--- src/rtl/checker_entry_table.sv ---
// checker_entry_table: NCHK-entry expected-value table with next-valid search
// Ports: clk, reset_n (async, active-low; clears valid bits)
//        we/widx/waddr/wdata/wvalid  single write port
//        from -> found/nxt           lowest valid index >= from
//        sel  -> addr/data           combinational read port
module checker_entry_table #(
    parameter int NCHK = 4,
    parameter int AW   = 9,
    parameter int DW   = 16,
    parameter int IW   = 2,
    parameter int CW   = 3
) (
    input  logic          clk,
    input  logic          reset_n,
    input  logic          we,
    input  logic [IW-1:0] widx,
    input  logic [AW-1:0] waddr,
    input  logic [DW-1:0] wdata,
    input  logic          wvalid,
    input  logic [CW-1:0] from,
    output logic          found,
    output logic [IW-1:0] nxt,
    input  logic [IW-1:0] sel,
    output logic [AW-1:0] addr,
    output logic [DW-1:0] data
);
    logic [NCHK-1:0] valid;
    logic [AW-1:0]   addr_q [NCHK];
    logic [DW-1:0]   data_q [NCHK];

    always_ff @(posedge clk or negedge reset_n)
        if (!reset_n) valid <= '0;
        else if (we)  valid[widx] <= wvalid;

    always_ff @(posedge clk)
        if (we) begin
            addr_q[widx] <= waddr;
            data_q[widx] <= wdata;
        end

    // Walk downwards so the lowest qualifying index is the last one written.
    always_comb begin
        found = 1'b0;
        nxt   = '0;
        for (int j = NCHK - 1; j >= 0; j--)
            if (valid[j] && j >= int'(from)) begin
                found = 1'b1;
                nxt   = IW'(j);
            end
    end

    assign addr = addr_q[sel];
    assign data = data_q[sel];
endmodule

--- config.mk ---
export PLATFORM = sky130hd
export DESIGN_NAME = checker_entry_table
export DESIGN_NICKNAME = d
export VERILOG_FILES = /design/src/rtl/checker_entry_table.sv
export SDC_FILE = /design/constraint.sdc
export NUM_CORES = 1
export LEC_CHECK = 0
export CAP_MARGIN = 20
export CORE_MARGIN = 2
export CORE_UTILIZATION = 30
export DETAILED_ROUTE_END_ITERATION = 7
export PLACE_DENSITY_LB_ADDON = 0.15
export SYNTH_ARGS = -nofsm -noshare
export SYNTH_HDL_FRONTEND = slang
export SYNTH_SLANG_ARGS = --single-unit
--- constraint.sdc ---
create_clock -name clk -period 1.2 [get_ports clk]
set_input_delay 0.12 -clock clk [delete_from_list [all_inputs] [get_ports clk]]
set_output_delay 0.12 -clock clk [all_outputs]
set_load 0.1 [all_outputs]
==> impl_metrics.ini <==
[run_status]
status = complete, but fails checks
failed_checks = setup timing

[critical_path]
start_kind = flop
worst-setup-path-type = flop to primary output
cp_slowest_cell = mux4_2
critPathRequiredTime_ns = 1.08
cp.arrival_ns = 1.42
critPathMaxFanout = 1
end_kind = primary output
path_cells = mux4_2 > buf_12
crit_buf_inv = 1
max_stage_delay_ns = 0.52
critical_path.top_delay_family = multiplexers

[die]
placementRows = 41
coreArea_sq_mm = 0.0126
fp.dieH_um = 118
io_pins = 64
die_area_sq_mm = 0.0139
initial_core_util = 0.308
fp.dieW_um = 118

[power_and_ir_drop]
p_leak_nw = 1.92
powerDensity_mw_per_mm2 = 1580
peakVddDrop_mv = 0.771

[clock_network]
htreeDepth = 3
worstSkewPairLatency_ns = 0.33
cts_buffers = 9
cts_max_path_buffers = 2
cts-root-buf = clkbuf_16
clkTransAtPathRegs_ns = 0.06
clkSinkCount = 104
cts_tree = yes

[placed_design]
gp_congestion = 0.771
dp.cells = 405
place_area_sq_mm = 0.00521
numPortBuffers = 63
dp_hpwl_um = 4820

[synthesis]
yosysWarningCount = 0
synth_area_sq_mm = 0.00389
synth_cell_types = 20
yosysSeqAreaShare = 0.797
netlist_instances = 158
avgSynthCellArea_sq_um = 24.6
syn_nets = 194
ys_ff_latch = 104

[sta]
finalWorstSetupSlack_ns = -0.342
slew_headroom = 0.828
finalSetupViolations = 28
fin_crit_ns = 1.54
period_share = 1.28
hold_violations = 0
max_freq_mhz = 649
grt_setup_unrepaired = true
max_slew.worst_pin.slew_ns = 0.258
maxSlewViolCount = 0
finClkSkew_ns = 0

[cells_and_area]
num-nets-final = 283
fin_area_sq_mm = 0.00557
final_common_cell = edfxtp_1
fin_cells = 423
area_delta_synth_final_pct = 43.1
antenna_cells = 0
layout_common_cells = edfxtp_1 (100), buf_12 (36), clkdlybuf4s50_1 (32), mux4_2 (25), buf_4 (11)
layout-drive-gt1-share = 0.402
fill_cells = 1113

[worst_hold_path]
min_path_type = primary input to flop

[route]
route.detailed.drc = 0
ant_nets = 0
wl_um = 7430
dr.pass1.iters = 4
first_iter_violations = 95
num_vias = 1866
wl_per_cell_um = 17.6
viasPerCell = 4.41

[global_route]
grt.total_usage = 0.114
antenna_found_initial = 0
grt_max_degree = 22
grt_pass1_wl_um = 11800
grt_pass1_vias = 2078
overflow = 0

[job]
cap_viol_max_count = 0
[final timing paths]
| check | start | endpoint | slack, ns | cells after the start |
|---|---|---|---|---|
| min in group asynchronous | reset_n | valid[1]$_DFFE_PN0P_ | 0.55 | 2 |
| min reg2reg | valid[2]$_DFFE_PN0P_ | valid[2]$_DFFE_PN0P_ | 0.54 | 1 |
| max | data_q[3][7]$_DFFE_PP_ | data[7] | -0.34 | 2 |
| min | widx[0] | valid[0]$_DFFE_PN0P_ | 0.38 | 5 |
| max in group asynchronous | reset_n | valid[2]$_DFFE_PN0P_ | 0.47 | 2 |
| max reg2reg | valid[3]$_DFFE_PN0P_ | valid[3]$_DFFE_PN0P_ | 0.42 | 1 |
[cell type report]
| type | count | area, sq um | share of cell area |
|---|---|---|---|
| clock inverters | 4 | 46.3 | 0.00831 |
| repair buffers | 84 | 1190 | 0.214 |
| multi-input cells | 44 | 764 | 0.137 |
| inverters | 4 | 15.0 | 0.00270 |
| flip-flops and latches | 104 | 3100 | 0.557 |
| well taps | 172 | 215 | 0.0386 |
| clock buffers | 11 | 233 | 0.0418 |
[state kept, by name (all words and copies together), names as in the netlist]
signal,flops
addr_q,36
data_q,64
valid,4
[power breakdown]
group	switching, mW	total, mW	internal, mW
registers	0.0552	4.24	4.19
logic	1.08	1.82	0.742
clock network	1.17	2.76	1.60
[per-layer routing]
metal  GRT usage  up-vias  share of wire
met1       0.144      969           0.44
met3      0.0315       11          0.048
met5           0        -              0
met4      0.0429        0          0.013
met2       0.186       47           0.50
li1            -      839              -
[Yosys cell counts]
| library cell | number | area, sq um |
|---|---|---|
| and3b_1 | 1 | 8.76 |
| buf_6 | 1 | 11.3 |
| o22ai_1 | 1 | 6.26 |
| nor2b_1 | 2 | 12.5 |
| mux4_1 | 5 | 131 |
| mux2_2 | 3 | 33.8 |
| buf_12 | 2 | 40.0 |
| mux4_2 | 20 | 450 |
| nor3b_1 | 1 | 7.51 |
| and3_1 | 1 | 6.26 |
| clkbuf_2 | 1 | 5.00 |
| o21ai_0 | 3 | 15.0 |
| nand2_1 | 3 | 11.3 |
| buf_2 | 2 | 10.0 |
| o311a_1 | 1 | 10.0 |
| inv_1 | 4 | 15.0 |
| a21boi_0 | 1 | 7.51 |
| nor2_1 | 2 | 7.51 |
| dfrtp_1 | 4 | 100 |
| edfxtp_1 | 100 | 3000 |
[worst min-delay path, delay by kind of cell]
kind / cells / cell delay (ns)
and+or+nand+nor: 2 / 0.14
buffers and inverters: 2 / 0.34
AOI/OAI and AO/OA: 1 / 0.06
[cell families after synthesis]
kind of cell / after synthesis / share of synthesized area
compound gates: 6 / 0.00997
flops: 104 / 0.797
simple gates: 10 / 0.0138
mux: 28 / 0.158
buf+inv: 10 / 0.0209
[what timing repair did]
item,4_1_cts,5_1_grt
setup buffers,1,0
setup endpoints to repair,28,49
hold endpoints to repair,4,0
gates cloned,1,0
hold buffers,1,0
pin swaps,3,3
resized for setup,5,4
[through the flow]
step	setup TNS (ns)	setup WS, ns	util	power, mW	hold WS [ns]
2_1_floorplan	-3.10	-0.116	-	5.36	-0.176
5_1_grt	-9.76	-0.373	0.441	9.11	0.430
4_1_cts	-9.14	-0.358	0.440	8.90	0.426
6_report	-8.59	-0.342	0.441	8.82	0.384
3_5_place_dp	-36.79	-0.353	0.413	6.11	0.351
3_3_place_gp	-35.14	-0.360	0.413	6.10	0.345
No activity file was read; power rests on OpenSTA's default activity.
